File: src/rtl/fp32_norm_pack.sv
// FP32 multiplier back end: bit-serial normalization, round-to-nearest-even, pack.
// Define FP_PACK_FLAGS_EN to add the flag_ovf / flag_unf / flag_inx outputs.
module fp32_norm_pack #(
    parameter int EXP_W = 10,
    parameter int MAN_W = 48
) (
    input  logic                    clk,
    input  logic                    reset,
    input  logic                    in_valid,
    output logic                    in_ready,
    input  logic                    sign_in,
    input  logic signed [EXP_W-1:0] exp_in,
    input  logic [MAN_W-1:0]        man_in,
    output logic                    out_valid,
    input  logic                    out_ready,
    output logic [31:0]             out_data
`ifdef FP_PACK_FLAGS_EN
    ,
    output logic                    flag_ovf,
    output logic                    flag_unf,
    output logic                    flag_inx
`endif
);

    localparam int TOP = MAN_W - 1;   // overflow bit of the product (value >= 2)
    localparam int HID = MAN_W - 2;   // hidden-one position of a normalized value
    localparam int GRD = MAN_W - 26;  // first bit below the 24-bit significand

    localparam logic signed [EXP_W-1:0] EXP_ZERO = '0;
    localparam logic signed [EXP_W-1:0] EXP_ONE  = EXP_W'(1);
    localparam logic signed [EXP_W-1:0] EXP_MAX  = EXP_W'(255);

    typedef enum logic [1:0] {
        IDLE  = 2'd0,
        NORM  = 2'd1,
        ROUND = 2'd2,
        DONE  = 2'd3
    } state_t;

    state_t                  state_q, state_d;
    logic                    sign_q, sign_d;
    logic signed [EXP_W-1:0] exp_q, exp_d;
    logic [MAN_W-1:0]        man_q, man_d;
    logic                    sticky_q, sticky_d;
    logic                    out_valid_q, out_valid_d;
    logic [31:0]             out_data_q, out_data_d;

    // Rounding datapath, only consumed in ROUND.
    logic [23:0]             rnd_sig;
    logic                    rnd_guard;
    logic                    rnd_sticky;
    logic                    rnd_inc;
    logic [24:0]             rnd_sig_r;
    logic signed [EXP_W-1:0] rnd_exp;
    logic [22:0]             rnd_frac;
    logic                    rnd_unf;
    logic                    rnd_ovf;
    logic                    rnd_inx;
    logic [31:0]             rnd_word;

    assign rnd_sig    = man_q[HID -: 24];
    assign rnd_guard  = man_q[GRD];
    assign rnd_sticky = (|man_q[GRD-1:0]) | sticky_q;
    assign rnd_inc    = rnd_guard & (rnd_sticky | rnd_sig[0]);
    assign rnd_sig_r  = {1'b0, rnd_sig} + {24'b0, rnd_inc};
    assign rnd_exp    = rnd_sig_r[24] ? exp_q + EXP_ONE : exp_q;
    // On a carry-out the significand is exactly 2.0, so bits [23:1] are all zero.
    assign rnd_frac   = rnd_sig_r[24] ? rnd_sig_r[23:1] : rnd_sig_r[22:0];
    assign rnd_unf    = (exp_q <= EXP_ZERO) || !man_q[HID];
    assign rnd_ovf    = !rnd_unf && (rnd_exp >= EXP_MAX);
    assign rnd_inx    = rnd_guard | rnd_sticky | rnd_unf | rnd_ovf;

    always_comb begin
        rnd_word = {sign_q, rnd_exp[7:0], rnd_frac};
        if (rnd_unf) begin
            rnd_word = {sign_q, 31'b0};
        end else if (rnd_ovf) begin
            rnd_word = {sign_q, 8'hFF, 23'b0};
        end
    end

    always_comb begin
        state_d     = state_q;
        sign_d      = sign_q;
        exp_d       = exp_q;
        man_d       = man_q;
        sticky_d    = sticky_q;
        out_valid_d = out_valid_q;
        out_data_d  = out_data_q;
        case (state_q)
            IDLE: begin
                if (in_valid) begin
                    sign_d   = sign_in;
                    exp_d    = exp_in;
                    man_d    = man_in;
                    sticky_d = 1'b0;
                    state_d  = NORM;
                end
            end
            NORM: begin
                if (man_q == '0) begin
                    out_data_d  = {sign_q, 31'b0};
                    out_valid_d = 1'b1;
                    state_d     = DONE;
                end else if (man_q[TOP]) begin
                    man_d    = man_q >> 1;
                    sticky_d = sticky_q | man_q[0];
                    exp_d    = exp_q + EXP_ONE;
                end else if (!man_q[HID] && (exp_q > EXP_ONE)) begin
                    // Left shifts stop at exp 1; anything still short underflows.
                    man_d = man_q << 1;
                    exp_d = exp_q - EXP_ONE;
                end else begin
                    state_d = ROUND;
                end
            end
            ROUND: begin
                out_data_d  = rnd_word;
                out_valid_d = 1'b1;
                state_d     = DONE;
            end
            DONE: begin
                if (out_ready) begin
                    out_valid_d = 1'b0;
                    state_d     = IDLE;
                end
            end
            default: state_d = IDLE;
        endcase
    end

    always_ff @(posedge clk) begin
        if (reset) begin
            state_q     <= IDLE;
            sign_q      <= 1'b0;
            exp_q       <= '0;
            man_q       <= '0;
            sticky_q    <= 1'b0;
            out_valid_q <= 1'b0;
            out_data_q  <= '0;
        end else begin
            state_q     <= state_d;
            sign_q      <= sign_d;
            exp_q       <= exp_d;
            man_q       <= man_d;
            sticky_q    <= sticky_d;
            out_valid_q <= out_valid_d;
            out_data_q  <= out_data_d;
        end
    end

    assign in_ready  = (state_q == IDLE);
    assign out_valid = out_valid_q;
    assign out_data  = out_data_q;

`ifdef FP_PACK_FLAGS_EN
    logic [2:0] flags_q, flags_d;  // {ovf, unf, inx}

    always_comb begin
        flags_d = flags_q;
        if (state_q == NORM && man_q == '0) begin
            flags_d = 3'b000;
        end else if (state_q == ROUND) begin
            flags_d = {rnd_ovf, rnd_unf, rnd_inx};
        end
    end

    always_ff @(posedge clk) begin
        if (reset) begin
            flags_q <= 3'b000;
        end else begin
            flags_q <= flags_d;
        end
    end

    assign flag_ovf = flags_q[2];
    assign flag_unf = flags_q[1];
    assign flag_inx = flags_q[0];
`endif

endmodule

File: config.mk
export PLATFORM = sky130hd
export DESIGN_NAME = fp32_norm_pack
export DESIGN_NICKNAME = d
export VERILOG_FILES = /design/src/rtl/fp32_norm_pack.sv
export SDC_FILE = /design/constraint.sdc
export NUM_CORES = 1
export LEC_CHECK = 0
export ABC_AREA = 1
export CAP_MARGIN = 25
export CORE_ASPECT_RATIO = 0.5
export CORE_MARGIN = 3
export CORE_UTILIZATION = 40
export CTS_BUF_LIST = sky130_fd_sc_hd__clkbuf_16
export CTS_CLUSTER_SIZE = 10
export DETAILED_ROUTE_END_ITERATION = 6
export HOLD_SLACK_MARGIN = 0.15
export PLACE_DENSITY = 0.66
export SLEW_MARGIN = 0
export SYNTH_ARGS = -nofsm -noshare
export SYNTH_HDL_FRONTEND = slang
export SYNTH_SLANG_ARGS = --single-unit
File: constraint.sdc
create_clock -name clk -period 3.4 [get_ports clk]
set_input_delay 1.02 -clock clk [delete_from_list [all_inputs] [get_ports clk]]
set_output_delay 1.02 -clock clk [all_outputs]
set_load 0.1 [all_outputs]
Word level (Yosys, flattened, before mapping)
Index checks and enable logic that the tools add are counted.
Cells by class
  divide/modulo/power cells: 0
  equal/unequal tests: 11
  multiplexer cells: 29
  $mul: 0
  shift operators: 0
  magnitude comparators: 3
  bitwise operators: 4
  reductions and logical operators: 18
  $add $sub $neg: 3
Operators by type and width (count)
  48-bit two-way mux: 4
  48-bit one-hot mux with 2 select lines: 1
  32-bit one-hot mux with 2 select lines: 1
  31-bit two-way mux: 2
  10-bit two-way mux: 5
  48-bit logical NOT: 1
  32-bit two-way mux: 1
  24-bit by 1-bit adder with 25-bit output: 1
  23-bit two-way mux: 1
  22-bit OR reduction: 1
  10-bit one-hot mux with 2 select lines: 1
  4-bit AND reduction: 3
  10-bit by 2-bit adder with 10-bit output, second input constant: 1
  10-bit by 9-bit >= comparator with 1-bit output, second input constant: 1
  10-bit by 2-bit greater-than comparator with 1-bit output, second input constant: 1
  10-bit by 1-bit <= comparator with 1-bit output, second input constant: 1
  2-bit two-way mux: 5
  2-bit != test, second input constant: 5
  10-bit by 2-bit subtractor with 10-bit output, second input constant: 1
  3-bit != test, second input constant: 3
  2-bit one-hot mux with 4 select lines: 1
  3-bit AND reduction: 2
  1-bit two-way mux: 5
  2-bit == test, second input constant: 2
  other kinds (12): 18
Word-level totals
  input bits: 63
  ROM bits: 0
  output and inout port bits: 34
  memory bits (writable): 0
  bits in latches: 0
  memories kept: 0
  bits in registers: 95

Logic depth before layout (Yosys ltp)
Gate-level depths: netlist of run 1.
  word-level depth: 11
  depth in mapped cells: 20
  mapped depth without buffers: 18

Worst setup path after synthesis of run 1
No wires, ideal clock.
  kind: register to register
  start point: register state_q[1]
  end point: register man_q[40]
  setup time: 128 ps
  period minus slack after synthesis: 2524 ps
  data required time: 3272 ps
  stages on the path, launching flop included: 12
  path slack: 876 ps
  arrival time: 2397 ps
  buffers on the path: 2
  cells stage by stage: dfxtp_1 -> inv_1 -> ha_1 -> inv_1 -> a21oi_1 -> o211ai_2 -> inv_2 -> buf_2 -> buf_2 -> nand2_1 -> o21ai_0 -> nor2_1
Between the ends
  longest elaborated chain between the ends: 3
  elaborated cells between the ends (all ways): 8
  those cells by class: eq/ne: 4; mux: 1; reduce/logical: 3
RTL lines
  from (decl): RTL line 40  | state_t state_q, state_d;
  from (signal assigned): RTL line 142  | state_q <= state_d;
  2-bit logical NOT *
  via in_ready: RTL line 10  | output logic in_ready,
  2-bit != test (no line) / 2-bit nonzero test (equally long branches)
  4-bit AND reduction (no line)
  to (signal assigned): RTL line 145  | man_q <= man_d;
  to (decl): RTL line 43  | logic [MAN_W-1:0] man_q, man_d;
Mark *: on every way through the listed nets, which the timed path passes. The rest lies on a longest branch.
A chain may end at the register's enable or synchronous reset.

Worst setup path after layout of run 1
  start point: register man_q[23]
  end point: register out_data_q[30], in the netlist out_data[30]
Between the ends
  longest elaborated chain between the ends: 9
  elaborated cells between the ends (all ways): 12
  those cells by class: add/sub: 1; order compare: 1; eq/ne: 1; mux: 4; bitwise: 2; reduce/logical: 3
RTL lines
  1-bit bitwise OR: RTL line 64  | assign rnd_inc = rnd_guard & (rnd_sticky | rnd_sig[0]);
  1-bit bitwise AND: RTL line 64
  24-bit by 1-bit adder with 25-bit output: RTL line 65  | assign rnd_sig_r = {1'b0, rnd_sig} + {24'b0, rnd_inc};
  10-bit two-way mux: RTL line 66  | assign rnd_exp = rnd_sig_r[24] ? exp_q + EXP_ONE : exp_q;
  10-bit by 9-bit >= comparator with 1-bit output: RTL line 70  | assign rnd_ovf = !rnd_unf && (rnd_exp >= EXP_MAX);
  1-bit logical AND: RTL line 70
  31-bit two-way mux: RTL line 77  | end else if (rnd_ovf) begin
  31-bit two-way mux: RTL line 75  | if (rnd_unf) begin
  32-bit one-hot mux with 2 select lines: RTL line 90  | case (state_q)
  to (signal assigned): RTL line 148  | out_data_q <= out_data_d;
  to (decl): RTL line 46  | logic [31:0] out_data_q, out_data_d;
Several ways; a longest one is shown, not always the timed one.

==> results of run 1 <==
## sequential cells by signal (all words and copies together), names as in the netlist
signal	cells
exp_q	10
man_q	48
out_data	32
out_valid	1
sign_q	1
state_q	2
sticky_q	1
## worst paths after layout
kind	slack [ns]	startpoint	depth (start not counted)	endpoint
setup / recovery	0.64	man_q[23]$_SDFFE_PP0P_	14	out_data[30]$_SDFFE_PP0P_
hold / removal	0.47	out_data[21]$_SDFFE_PP0P_	2	out_data[21]$_SDFFE_PP0P_
setup reg to reg	0.64	man_q[23]$_SDFFE_PP0P_	14	out_data[30]$_SDFFE_PP0P_
hold reg to reg	0.47	out_data[21]$_SDFFE_PP0P_	2	out_data[21]$_SDFFE_PP0P_
## kinds of logic after synthesis
group,Yosys count
buffers and inverters,154
adders and majority gates,9
and+or+nand+nor,376
DFF,95
xor gates and xnor gates,19
AOI/OAI and AO/OA,255
## where the power goes
part	switching (mW)	internal, mW
clock network	0.495	0.520
registers	0.543	1.53
logic	2.68	1.24
total	3.72	3.30
## stage by stage
| step | util, % | cells | power (mW) | setup WS, ns | area [µm²] |
|---|---|---|---|---|---|
| 5_1_grt | 51.2 | 1160 | 7.67 | 0.401 | 7230 |
| 6_report | 51.2 | 1160 | 7.02 | 0.643 | 7230 |
| 3_5_place_dp | 49.1 | 1144 | 5.99 | 0.637 | 6930 |
| 4_1_cts | 51.2 | 1160 | 7.02 | 0.695 | 7230 |
| 3_3_place_gp | 49.1 | 1144 | 5.93 | 0.683 | 6930 |
| 2_1_floorplan | - | 908 | 5.04 | 0.876 | 6010 |
## final cells by class
class                           count  share of cell area, %
Clock inverter                      7                   1.02
Timing Repair Buffer              108                   13.5
Multi-Input combinational cell    659                   48.1
Sequential cell                    95                   26.3
Tap cell                          192                   3.32
Inverter                           90                   4.67
Clock buffer                        9                   3.12
## cell usage after synthesis (3+ instances only)
cell type                  instances  share of area, %
sky130_fd_sc_hd__nand4_1          10               1.0
sky130_fd_sc_hd__nor3_1           10              0.83
sky130_fd_sc_hd__nor2_1           77               4.8
sky130_fd_sc_hd__o221ai_1         42               6.1
sky130_fd_sc_hd__xor2_1           18               2.6
sky130_fd_sc_hd__o21ai_0         106               8.8
sky130_fd_sc_hd__ha_1              9               1.9
sky130_fd_sc_hd__inv_2             5              0.31
sky130_fd_sc_hd__dfxtp_1          95                32
sky130_fd_sc_hd__buf_4             3              0.37
sky130_fd_sc_hd__a211oi_1          3              0.37
sky130_fd_sc_hd__o22ai_1           5              0.52
sky130_fd_sc_hd__inv_1            85               5.3
sky130_fd_sc_hd__a31oi_1           3              0.31
sky130_fd_sc_hd__clkbuf_1         42               2.6
sky130_fd_sc_hd__buf_6             3              0.56
sky130_fd_sc_hd__nor2_4            5              0.94
sky130_fd_sc_hd__nand2_2           5              0.52
sky130_fd_sc_hd__nand2_1         190                12
sky130_fd_sc_hd__nand3_2          10               1.7
sky130_fd_sc_hd__nand3_1          47               3.9
sky130_fd_sc_hd__buf_2            13               1.1
sky130_fd_sc_hd__nand3b_1          5              0.62
sky130_fd_sc_hd__a21oi_1          73               6.1
sky130_fd_sc_hd__o21ai_1          13               1.1
sky130_fd_sc_hd__nor4_1            8              0.83
## critical path: stages, from the launching register on
cell	delay, ns
sky130_fd_sc_hd__dfxtp_1	0.38
sky130_fd_sc_hd__nand2_1	0.13
sky130_fd_sc_hd__inv_1	0.07
sky130_fd_sc_hd__ha_1	0.19
sky130_fd_sc_hd__nand2_2	0.08
sky130_fd_sc_hd__nor2_4	0.15
sky130_fd_sc_hd__nand2_2	0.11
sky130_fd_sc_hd__nor2_4	0.15
sky130_fd_sc_hd__nand3_4	0.26
sky130_fd_sc_hd__o21ai_0	0.43
sky130_fd_sc_hd__nand2_2	0.12
sky130_fd_sc_hd__nand2_4	0.29
sky130_fd_sc_hd__nand2_1	0.10
sky130_fd_sc_hd__nand2_1	0.09
sky130_fd_sc_hd__a21oi_1	0.07
## layer usage
metal  vias up  track usage (%)  share of wire (%)
met5         -                0                  0
met1      3031             29.7                 49
met2       166             34.7                 45
li1       3195                -                  -
met4         0             4.24               0.90
met3        13             3.77                5.0
==> results, run 1 <==
- The detailed-router iteration count before antenna repair is 5.
- The synthesized design contains 95 register bits.
- The synthesized netlist devotes 24.7% of its cell area to compound gates.
- Of all nets on the critical path, the largest fanout is 31.
- For this run, the number of Yosys warnings is 0.
- The number of top-level pins is 97.
- Leaving out fill and tap cells, the most frequent cells in the layout are sky130_fd_sc_hd__nand2_1 (190), sky130_fd_sc_hd__o21ai_0 (106), sky130_fd_sc_hd__dfxtp_1 (95).
- The total area inside the core boundary comes to 14,100 µm².
- The total power density per cell area is 971 nW/µm².
- The wire length of the first global-routing pass is 29,800 µm.
- The starting density of the core is 42.6%.
- The number of buffers added by the clock tree synthesis step is 9.
- The detailed router placed 6,405 vias in this run.
- The number of gates resized after CTS was 0.
- The repair_antennas step left the layout with diodes totalling 0.
- The multi-input combinational cells in the finished layout cover a total of 3480 µm².
- The count of pins over their slew limit is 0.
- Setup repair after global routing left no endpoint under its margin.
- The xor/xnor share of the synthesized area is 2.77%.
- The count of buffers from port buffering is 96.
- The insertion delay of the later-clocked pin in the worst-skew pair is 0.34 ns.
- The adder-cell share of the synthesized area is 1.87%.
- The post-synthesis cell type count is 44.
- The die covers 16,600 µm².
- Dividing the detail-routed wire length by the instance count gives 15.4 µm.
- The floorplan has 30 rows.
- Setup violations remaining at the end of the flow were counted as 0.
- The post-synthesis average cell area is 6.62 µm².
- The slew at the pin closest to its max-slew limit is 1.07 ns.
- After synthesis, flip-flops and latches occupy 31.6% of the total area.
- The type of the worst setup path is reg2reg.
- The number of DRC violations after detailed routing is 0.
- STA classifies the critical path startpoint as a register.
- Entering global routing, the biggest net connects 77 pins.
- The chip height is 92.7 µm.
- The total of max-cap violations is 0.
- The routed wire length is 17,800 µm.
- The critical path data required time is 3.60 ns.
- The maximum clock skew at final layout is 0.00933 ns.
- The weighted congestion reported at the end of routability-driven placement is 0.869.
- For this run, the post-layout net count is 1,035.
- In the global route stage, overall resource usage came out at 21.3%.
- The number of standard cells after synthesis is 908.
- After Yosys synthesis, and, or, nand and nor cells account for 28.4% of the synthesized area.
- TritonCTS built the clock tree.
- The maximum ir drop on the vdd rail is 722 µV.
- For this design, the CTS-stage hold fixing added 0 buffers.
- The minimum period implied by the final worst setup slack is 2.76 ns.
- The detailed router finished its first iteration with 510 violations.
- Among all flip-flop cells after synthesis, the most frequent one is sky130_fd_sc_hd__dfxtp_1.
- The number of vias per cell after detailed routing is 5.52.
- The maximum level of the CTS H-tree is 3.
- The hold violation total from the final report was 0.
- The count of filler cells inserted in the layout is 1,492.
- The kind of capture point of the worst setup path is a register.
- The fraction of synthesis flops using an asynchronous set or reset pin is 0%.
- The number of buffers added for setup after CTS is 0.
- The number of enable-type register cells in the synthesized netlist is 0.
- The clock transition at the register clock pins on the worst setup and hold paths after CTS is 0.08 ns.
- For this design the static power due to leakage is 2.91 nW.
- At the worst endpoint, the arrival time is 2.96 ns.
- The clock sink total is 95.
- Final hold analysis gives a worst-case slack of 0.465 ns.
- Clock tree synthesis selected as its root buffer the cell sky130_fd_sc_hd__clkbuf_16.
- The largest family of logic cells by synthesized area is simple AND/OR/NAND/NOR gates.
- The library cell used most frequently in the layout, excluding fill and tap cells, is sky130_fd_sc_hd__nand2_1.
- The via count of the first global-routing pass is 6,014.
- After synthesis the cells add up to 6010 µm².
- The multiplexer share of the synthesized area is 0%.
- The detail route stage leaves a number of antenna-violating nets equal to 0.
- When the netlist entered floorplanning its net count stood at 980.
- The min-delay analysis places its worst path in the category reg2reg.
- The fmax is 363 MHz.
- The final global-route overflow total is 0.
- Of the available clock period, the critical path in the final layout requires 81.1%.
- The detailed placer's ending HPWL is 12,800 µm.
- The area growth from synthesis to layout is 20.2%.
- The total negative setup slack is 0 ns.
- The fraction of final layout cells with drive strength greater than 1 is 10.2%.
- The number of antenna violations at the first check in global routing is 0.
- The die width is 179 µm.
- The flow ran to the end, and the final reports show no timing, DRC or antenna violations.
- The clock passes through at most 2 buffers.
- Summing all flip-flop and latch instances after layout gives 1900 µm².
- The headroom to the max-slew limit is 28.7%.
No activity file was read; power rests on OpenSTA's default activity.
==> run 2, diff against run 1 <==
PLACE_DENSITY = 0.68   (was 0.66)
clock period = 2.4 ns   (was 3.4 ns; I/O delays follow)
==> run 2 against run 1 <==
Against the previous run: clock power rose by 42%; worst setup slack got worse by 0.63 ns; clock skew rose by 0.0020 ns; register-to-register slack got worse by 0.63 ns; core utilization rose by 6.1 points; combinational power rose by 68%; die area did not move; critical endpoint is now out_data[2]$_SDFFE_PP0P_.
==> results, run 2 (synthesized netlist as in run 1, its figures left out) <==
- Critical path, cell by cell: nand2_2 -> inv_2 -> ha_4 -> nand2_4 -> nor2_4 -> nand2_2 -> nor2_4 -> buf_6 -> nand3_4 -> nand2_2 -> nand2_2 -> nand2_1 -> nor2_1 -> nand2_1 -> nand2_2 -> nand2_4 -> clkbuf_16 -> nand3b_1 -> a21oi_2 (was nand2_1 -> inv_1 -> ha_1 -> nand2_2 -> nor2_4 -> nand2_2 -> nor2_4 -> nand3_4 -> o21ai_0 -> nand2_2 -> nand2_4 -> nand2_1 -> nand2_1 -> a21oi_1).
- The headroom to the max-slew limit came to 67.0% (was 28.7%).
- The count of pins over their slew limit is 0 (unchanged).
- The final cell area excluding filler cells is 8090 µm² (was 7230 µm²).
- The global routing usage summed across all routing layers is 22.4% (was 21.3%).
- The chip height is 92.7 µm (unchanged).
- The internal power consumption was 5.31 mW (was 3.30 mW).
- The cell depth of the worst setup path came to 19 (was 14).
- The via count of the routed design is 6,675 (was 6,405).
- The number of top-level pins is 97 (unchanged).
- The sequential group share of total power is 26.0% (was 29.6%).
- The total of endpoints with negative setup slack in the final report is 0 (unchanged).
- Most frequent cells in the layout: sky130_fd_sc_hd__nand2_1 (161), sky130_fd_sc_hd__o21ai_0 (105), sky130_fd_sc_hd__dfxtp_1 (91) (was sky130_fd_sc_hd__nand2_1 (190), sky130_fd_sc_hd__o21ai_0 (106), sky130_fd_sc_hd__dfxtp_1 (95)).
- Among the stages of the critical path, the cell type that occurs most often is sky130_fd_sc_hd__nand2_2.
- The combinational group share of total power was 60.7% (was 55.9%).
- The family with the most delay on the worst path is simple AND/OR/NAND/NOR gates (unchanged).
- Unrepaired setup endpoints after global routing: true (was false).
- The flip-flop count of the largest register, all copies and words added was 48 (unchanged).
- The starting density of the core is 42.6% (unchanged).
- The slew at the pin closest to its max-slew limit is 0.495 ns (was 1.07 ns).
- The total net switching power is 5.57 mW (was 3.72 mW).
- The area added between synthesis and finish came to 34.4% (was 20.2%).
- The post-layout net count came to 1,088 (was 1,035).
- The total power density per cell area is 1350 nW/µm² (was 971 nW/µm²).
- The maximum number of pins on one net before global-route repair is 44 (was 77).
- The detailed placer's ending HPWL is 13,500 µm (was 12,800 µm).
- The maximum ir drop on the vdd rail is 715 µV (was 722 µV).
- The wire length of the first global-routing pass was 31,000 µm (was 29,800 µm).
- The violation count after the first detailed-route iteration came to 554 (was 510).
- The clock transition at the register clock pins on the worst setup and hold paths after CTS was 0.07 ns (was 0.08 ns).
- The largest buffer count on any clock path came to 2 (unchanged).
- The switching part of the total is 51.2% (was 53.0%).
- The final-layout worst hold slack came to 0.463 ns (was 0.465 ns).
- The number of DRC violations after detailed routing is 0 (unchanged).
- The count of filler cells inserted in the layout is 1,367 (was 1,492).
- The kind of capture point of the worst setup path is a register (unchanged).
- The worst hold path class is reg2reg (unchanged).
- The number of antenna violations at the first check in global routing came to 0 (unchanged).
- The number of vias per cell after detailed routing is 5.51 (was 5.52).
- The worst hold path depth came to 2 (unchanged).
- The standard cell with the maximum stage delay on the critical path was sky130_fd_sc_hd__dfxtp_2 (was sky130_fd_sc_hd__o21ai_0).
- The maximum level of the CTS H-tree is 3 (unchanged).
- The placeable core region came to 14,100 µm² (unchanged).
- The total negative setup slack came to 0 ns (unchanged).
- Status: finished clean (unchanged).
- The fraction of final layout cells with drive strength greater than 1 is 22.0% (was 10.2%).
- The number of buffers and inverters on the critical path is 3 (was 1).
- The highest cell delay on the worst timing path was 0.34 ns (was 0.43 ns).
- The flip-flop and latch area is 1910 µm² (was 1900 µm²).
- The number of hold buffers added after cts is 0 (unchanged).
- The antenna diode count came to 0 (unchanged).
- The die width is 179 µm (unchanged).
- The top register by number of flip-flops is man_q (unchanged).
- The type of the worst setup path was reg2reg (unchanged).
- The commonest non-fill, non-tap cell in the layout is sky130_fd_sc_hd__nand2_1 (unchanged).
- The maximum fanout count along the critical path is 7 (was 31).
- The share of total power in the clock network is 13.3% (was 14.5%).
- The routed length per instance was 16.1 µm (was 15.4 µm).
- The fmax was 418 MHz (was 363 MHz).
- The weighted congestion reported at the end of routability-driven placement is 0.918 (was 0.869).
- The final global-route overflow total came to 0 (unchanged).
- The count of buffers from port buffering is 96 (unchanged).
- The placement row count is 30 (unchanged).
- The floorplan die area is 16,600 µm² (unchanged).
- The leakage power of the design was 3.23 nW (was 2.91 nW).
- The critical path data required time is 2.68 ns (was 3.60 ns).
- The via count of the first global-routing pass came to 6,165 (was 6,014).
- The TritonCTS clock tree is yes (unchanged).
- The routed wire length is 19,500 µm (was 17,800 µm).
- The area occupied by multi-input gates is 3800 µm² (was 3480 µm²).
- The detailed-router iteration count before antenna repair was 5 (unchanged).
- The insertion delay of the later-clocked pin in the worst-skew pair is 0.35 ns (was 0.34 ns).
- The area after detailed placement is 7310 µm² (was 6930 µm²).
- The kind of start point of the critical path is a register (unchanged).
- The hold violation total from the final report is 0 (unchanged).
- The total of max-cap violations is 0 (unchanged).
- The arrival time of data at the critical path endpoint is 2.67 ns (was 2.96 ns).
- The number of buffers added by the clock tree synthesis step is 9 (unchanged).
- The clock sink total is 95 (unchanged).
- The depth of the worst register-to-register path is 19 (was 14).
- The maximum clock skew at final layout was 0.0113 ns (was 0.00933 ns).
- The post-route clock period utilization was 99.6% (was 81.1%).
- The minimum period implied by the final worst setup slack is 2.39 ns (was 2.76 ns).
- The remaining number of nets flagged by the antenna check after routing is 0 (unchanged).
- The clock root buffer is sky130_fd_sc_hd__clkbuf_16 (unchanged).
[run 2: cell type report]
type                    instances  share of cell area (%)
flip-flops and latches         95                    23.6
inverters                      90                    4.18
well taps                     192                    2.97
clock buffers                   9                    2.79
repair buffers                160                    18.8
clock inverters                 5                   0.758
multi-input cells             660                    47.0
[run 2: stage by stage]
| stage | worst slack, ns | std cells | util, % | power, mW |
|---|---|---|---|---|
| 5_1_grt | -0.129 | 1211 | 57.3 | 11.8 |
| 2_1_floorplan | 0.219 | 908 | - | 7.14 |
| 6_report | 0.00926 | 1211 | 57.3 | 10.9 |
| 4_1_cts | 0.125 | 1197 | 53.8 | 10.5 |
| 3_3_place_gp | 0.0549 | 1183 | 51.8 | 8.91 |
| 3_5_place_dp | 0.0211 | 1183 | 51.8 | 9.03 |
[run 2: power groups by stage]
| stage | Combinational (mW) | Sequential, mW | Clock, mW |
|---|---|---|---|
| final | 6.60 | 2.83 | 1.45 |
| after global routing | 7.35 | 2.92 | 1.52 |
| after CTS | 6.24 | 2.79 | 1.46 |
| after detailed placement | 6.21 | 2.82 | 0 |
| after global placement | 6.09 | 2.82 | 0 |
| after floorplan | 3.97 | 3.18 | 0 |
[run 2: worst paths after layout]
kind / from / end / slack, ns
max reg2reg: man_q[22]$_SDFFE_PP0P_ / out_data[2]$_SDFFE_PP0P_ / 0.009
max: man_q[22]$_SDFFE_PP0P_ / out_data[2]$_SDFFE_PP0P_ / 0.009
min reg2reg: out_data[19]$_SDFFE_PP0P_ / out_data[19]$_SDFFE_PP0P_ / 0.46
min: out_data[19]$_SDFFE_PP0P_ / out_data[19]$_SDFFE_PP0P_ / 0.46
[run 2: repair_timing]
| item | in CTS | in global routing |
|---|---|---|
| resized for setup | 0 | 90 |
| setup buffers | 0 | 10 |
| setup endpoints to repair | 0 | 44 |
[run 2: per-layer routing]
metal / global-route usage (%) / wire (µm) / part of all wire, %
met4: 4.89 / 184 / 0.94
met2: 36.0 / 8860 / 45
met3: 4.28 / 1140 / 5.9
met1: 31.2 / 9330 / 48
met5: 0 / 0 / 0
[run 2: worst min-delay path: stages (launching register included)]
cell	delay [ns]
sky130_fd_sc_hd__dfxtp_1	0.31
sky130_fd_sc_hd__nand2_1	0.06
sky130_fd_sc_hd__a21oi_1	0.05
==> run 3, diff against run 2 <==
MAX_ROUTING_LAYER = met4   (was unset)
==> run 3 against run 2 <==
Against the previous run: hold slack gained 0.0029 ns; worst setup slack lost 0.0047 ns; core utilization decreased by 1.5 points; power is 1.8% lower; sequential cell count did not move; die area unchanged; clock skew shrank 0.0049 ns; clock power about the same; cell count fell by 0.99%; maximum frequency decreased by 0.20%; combinational power decreased by 4.2%; global-route usage rose by 0.30 points; largest power group unchanged.
==> results, run 3 (synthesized netlist as in run 1, its figures left out) <==
- The placeable core region was 14,100 µm² (unchanged).
- The share of total power in the clock network is 13.7% (was 13.3%).
- The flip-flop and latch area is 1910 µm² (unchanged).
- The number of buffers added by the clock tree synthesis step is 9 (unchanged).
- The maximum ir drop on the vdd rail is 825 µV (was 715 µV).
- The highest cell delay on the worst timing path came to 0.34 ns (about the same).
- The cell with the most instances on the worst path is sky130_fd_sc_hd__nand2_2 (unchanged).
- The minimum period implied by the final worst setup slack is 2.40 ns (was 2.39 ns).
- The final global-route overflow total is 0 (unchanged).
- The critical path launch point is man_q[23]$_SDFFE_PP0P_ (was man_q[22]$_SDFFE_PP0P_).
- The type of the worst setup path is reg2reg (unchanged).
- The cell depth of the worst setup path is 14 (was 19).
- The routed wire length is 18,800 µm (was 19,500 µm).
- The area occupied by multi-input gates was 3700 µm² (was 3800 µm²).
- The count of buffers from port buffering was 96 (unchanged).
- The family with the most delay on the worst path is simple AND/OR/NAND/NOR gates (unchanged).
- The area added between synthesis and finish is 30.9% (was 34.4%).
- The total of max-cap violations is 0 (unchanged).
- The internal power consumption is 5.22 mW (was 5.31 mW).
- The chip height was 92.7 µm (unchanged).
- Unrepaired setup endpoints after global routing: true (unchanged).
- The capture point of the worst path was out_data[4]$_SDFFE_PP0P_ (was out_data[2]$_SDFFE_PP0P_).
- The wire length of the first global-routing pass came to 30,500 µm (was 31,000 µm).
- The fmax was 417 MHz (was 418 MHz).
- Critical path, cell by cell: nand2_2 -> inv_2 -> ha_4 -> nand2_4 -> nor2_4 -> nand2_2 -> nor2_4 -> nand3_4 -> o21ai_0 -> nand2_2 -> nand2_4 -> clkbuf_16 -> nand3b_1 -> a21oi_1 (was nand2_2 -> inv_2 -> ha_4 -> nand2_4 -> nor2_4 -> nand2_2 -> nor2_4 -> buf_6 -> nand3_4 -> nand2_2 -> nand2_2 -> nand2_1 -> nor2_1 -> nand2_1 -> nand2_2 -> nand2_4 -> clkbuf_16 -> nand3b_1 -> a21oi_2).
- The maximum clock skew at final layout is 0.00643 ns (was 0.0113 ns).
- The number of buffers and inverters on the critical path came to 2 (was 3).
- The combinational group share of total power is 59.1% (was 60.7%).
- The total power density per cell area is 1360 nW/µm² (was 1350 nW/µm²).
- The worst-case register-to-register setup slack was 0.005 ns (was 0.009 ns).
- The die width was 179 µm (unchanged).
- The via count of the routed design is 6,615 (was 6,675).
- The antenna diode count came to 0 (unchanged).
- Most frequent cells in the layout: sky130_fd_sc_hd__nand2_1 (171), sky130_fd_sc_hd__o21ai_0 (106), sky130_fd_sc_hd__dfxtp_1 (91) (was sky130_fd_sc_hd__nand2_1 (161), sky130_fd_sc_hd__o21ai_0 (105), sky130_fd_sc_hd__dfxtp_1 (91)).
- The total of endpoints with negative setup slack in the final report is 0 (unchanged).
- The count of pins over their slew limit came to 0 (unchanged).
- The weighted congestion reported at the end of routability-driven placement came to 0.930 (was 0.918).
- The slew at the pin closest to its max-slew limit is 0.508 ns (was 0.495 ns).
- The global routing usage summed across all routing layers is 22.7% (was 22.4%).
- The starting density of the core is 42.6% (unchanged).
- The remaining number of nets flagged by the antenna check after routing is 0 (unchanged).
- The headroom to the max-slew limit is 66.1% (was 67.0%).
- The TritonCTS clock tree is yes (unchanged).
- The flip-flop count of the largest register, all copies and words added is 48 (unchanged).
- The count of filler cells inserted in the layout was 1,379 (was 1,367).
- The number of hold buffers added after cts is 0 (unchanged).
- The violation count after the first detailed-route iteration is 614 (was 554).
- The depth of the worst register-to-register path is 14 (was 19).
- The number of DRC violations after detailed routing is 0 (unchanged).
- The final core area utilization is 55.8% (was 57.3%).
- The placement row count is 30 (unchanged).
- The maximum fanout count along the critical path is 7 (unchanged).
- The worst hold path class is reg2reg (unchanged).
- The sequential group share of total power was 27.2% (was 26.0%).
- The kind of capture point of the worst setup path is a register (unchanged).
- The top register by number of flip-flops is man_q (unchanged).
- The arrival time of data at the critical path endpoint came to 2.67 ns (about the same).
- The insertion delay of the later-clocked pin in the worst-skew pair is 0.35 ns (about the same).
- The number of top-level pins is 97 (unchanged).
- The routed length per instance is 15.7 µm (was 16.1 µm).
- The maximum level of the CTS H-tree was 3 (unchanged).
- The standard cell with the maximum stage delay on the critical path is sky130_fd_sc_hd__dfxtp_2 (unchanged).
- The clock sink total is 95 (unchanged).
- The via count of the first global-routing pass is 6,100 (was 6,165).
- Status: finished clean (unchanged).
- The hold violation total from the final report is 0 (unchanged).
- The critical path data required time is 2.68 ns (about the same).
- The floorplan die area was 16,600 µm² (unchanged).
- The maximum number of pins on one net before global-route repair is 44 (unchanged).
- The total net switching power was 5.47 mW (was 5.57 mW).
- The startpoint of the worst-slack reg-to-reg timing path is man_q[23]$_SDFFE_PP0P_ (was man_q[22]$_SDFFE_PP0P_).
- The clock transition at the register clock pins on the worst setup and hold paths after CTS was 0.07 ns (about the same).
- The final cell area excluding filler cells is 7870 µm² (was 8090 µm²).
- The area after detailed placement is 7240 µm² (was 7310 µm²).
- The commonest non-fill, non-tap cell in the layout is sky130_fd_sc_hd__nand2_1 (unchanged).
- The switching part of the total was 51.1% (was 51.2%).
- The kind of start point of the critical path is a register (unchanged).
- The fraction of final layout cells with drive strength greater than 1 is 18.6% (was 22.0%).
- The largest buffer count on any clock path came to 2 (unchanged).
- The number of antenna violations at the first check in global routing was 0 (unchanged).
- The clock root buffer is sky130_fd_sc_hd__clkbuf_16 (unchanged).
- The post-route clock period utilization is 99.8% (was 99.6%).
- The number of vias per cell after detailed routing was 5.52 (was 5.51).
- The post-layout net count is 1,074 (was 1,088).
- The detailed placer's ending HPWL is 13,300 µm (was 13,500 µm).
- The detailed-router iteration count before antenna repair is 5 (unchanged).
- The capturing point of the worst reg2reg path is out_data[4]$_SDFFE_PP0P_ (was out_data[2]$_SDFFE_PP0P_).
- The leakage power of the design is 3.16 nW (was 3.23 nW).
run 3: cell type report:
class,count,share of cell area (%)
timing repair buffer,146,17.6
sequential,95,24.2
tap,192,3.05
multi-input combinational,660,47.0
clock inverter,7,0.906
inverter,90,4.29
clock buffer,9,2.86
run 3: worst register-to-register path, cell delays in order (launching register included):
cell and delay (ns):
sky130_fd_sc_hd__dfxtp_2 0.34, sky130_fd_sc_hd__nand2_2 0.07, sky130_fd_sc_hd__inv_2 0.06, sky130_fd_sc_hd__ha_4 0.14, sky130_fd_sc_hd__nand2_4 0.06, sky130_fd_sc_hd__nor2_4 0.16
sky130_fd_sc_hd__nand2_2 0.09, sky130_fd_sc_hd__nor2_4 0.21, sky130_fd_sc_hd__nand3_4 0.19, sky130_fd_sc_hd__o21ai_0 0.34, sky130_fd_sc_hd__nand2_2 0.12, sky130_fd_sc_hd__nand2_4 0.16
sky130_fd_sc_hd__clkbuf_16 0.19, sky130_fd_sc_hd__nand3b_1 0.08, sky130_fd_sc_hd__a21oi_1 0.12
run 3: worst min path at each step:
stage / cells past startpoint / to / startpoint
after floorplan: 2 / sticky_q$_SDFFE_PP0P_ / sticky_q$_SDFFE_PP0P_
after CTS: 2 / out_data[5]$_SDFFE_PP0P_ / out_data[5]$_SDFFE_PP0P_
after detailed placement: 2 / out_data[5]$_SDFFE_PP0P_ / out_data[5]$_SDFFE_PP0P_
after global placement: 2 / out_data[5]$_SDFFE_PP0P_ / out_data[5]$_SDFFE_PP0P_
after global routing: 2 / out_data[11]$_SDFFE_PP0P_ / out_data[11]$_SDFFE_PP0P_
final: 2 / out_data[24]$_SDFFE_PP0P_ / out_data[24]$_SDFFE_PP0P_
run 3: repair_timing:
action / CTS / global route
endpoints found under the setup margin: 0 / 43
buffers inserted: 0 / 5
gates resized for setup: 0 / 60
run 3: power groups by stage:
stage,Clock [mW],Combinational (mW),Sequential [mW]
finish,1.46,6.32,2.90
global placement,0,5.97,2.89
CTS,1.49,6.08,2.85
floorplan,0,3.97,3.18
detailed placement,0,6.06,2.88
global route,1.54,7.06,2.99
run 3: layer usage:
layer  wire length, µm  global-route usage, %
met5                 0                      -
met1              9170                   31.4
met4               265                   6.43
met2              8290                   34.5
met3              1050                   3.45
run 3: per-stage QoR:
| step | hold WS, ns | TNS, ns | total power, mW | instances | setup slack, ns |
|---|---|---|---|---|---|
| 5_1_grt | 0.489 | -3.78 | 11.6 | 1199 | -0.147 |
| 3_5_place_dp | 0.457 | 0 | 8.94 | 1174 | 0.0164 |
| 4_1_cts | 0.469 | 0 | 10.4 | 1190 | 0.0891 |
| 2_1_floorplan | 0.438 | 0 | 7.14 | 908 | 0.219 |
| 3_3_place_gp | 0.457 | 0 | 8.86 | 1174 | 0.0426 |
| 6_report | 0.466 | 0 | 10.7 | 1199 | 0.00456 |
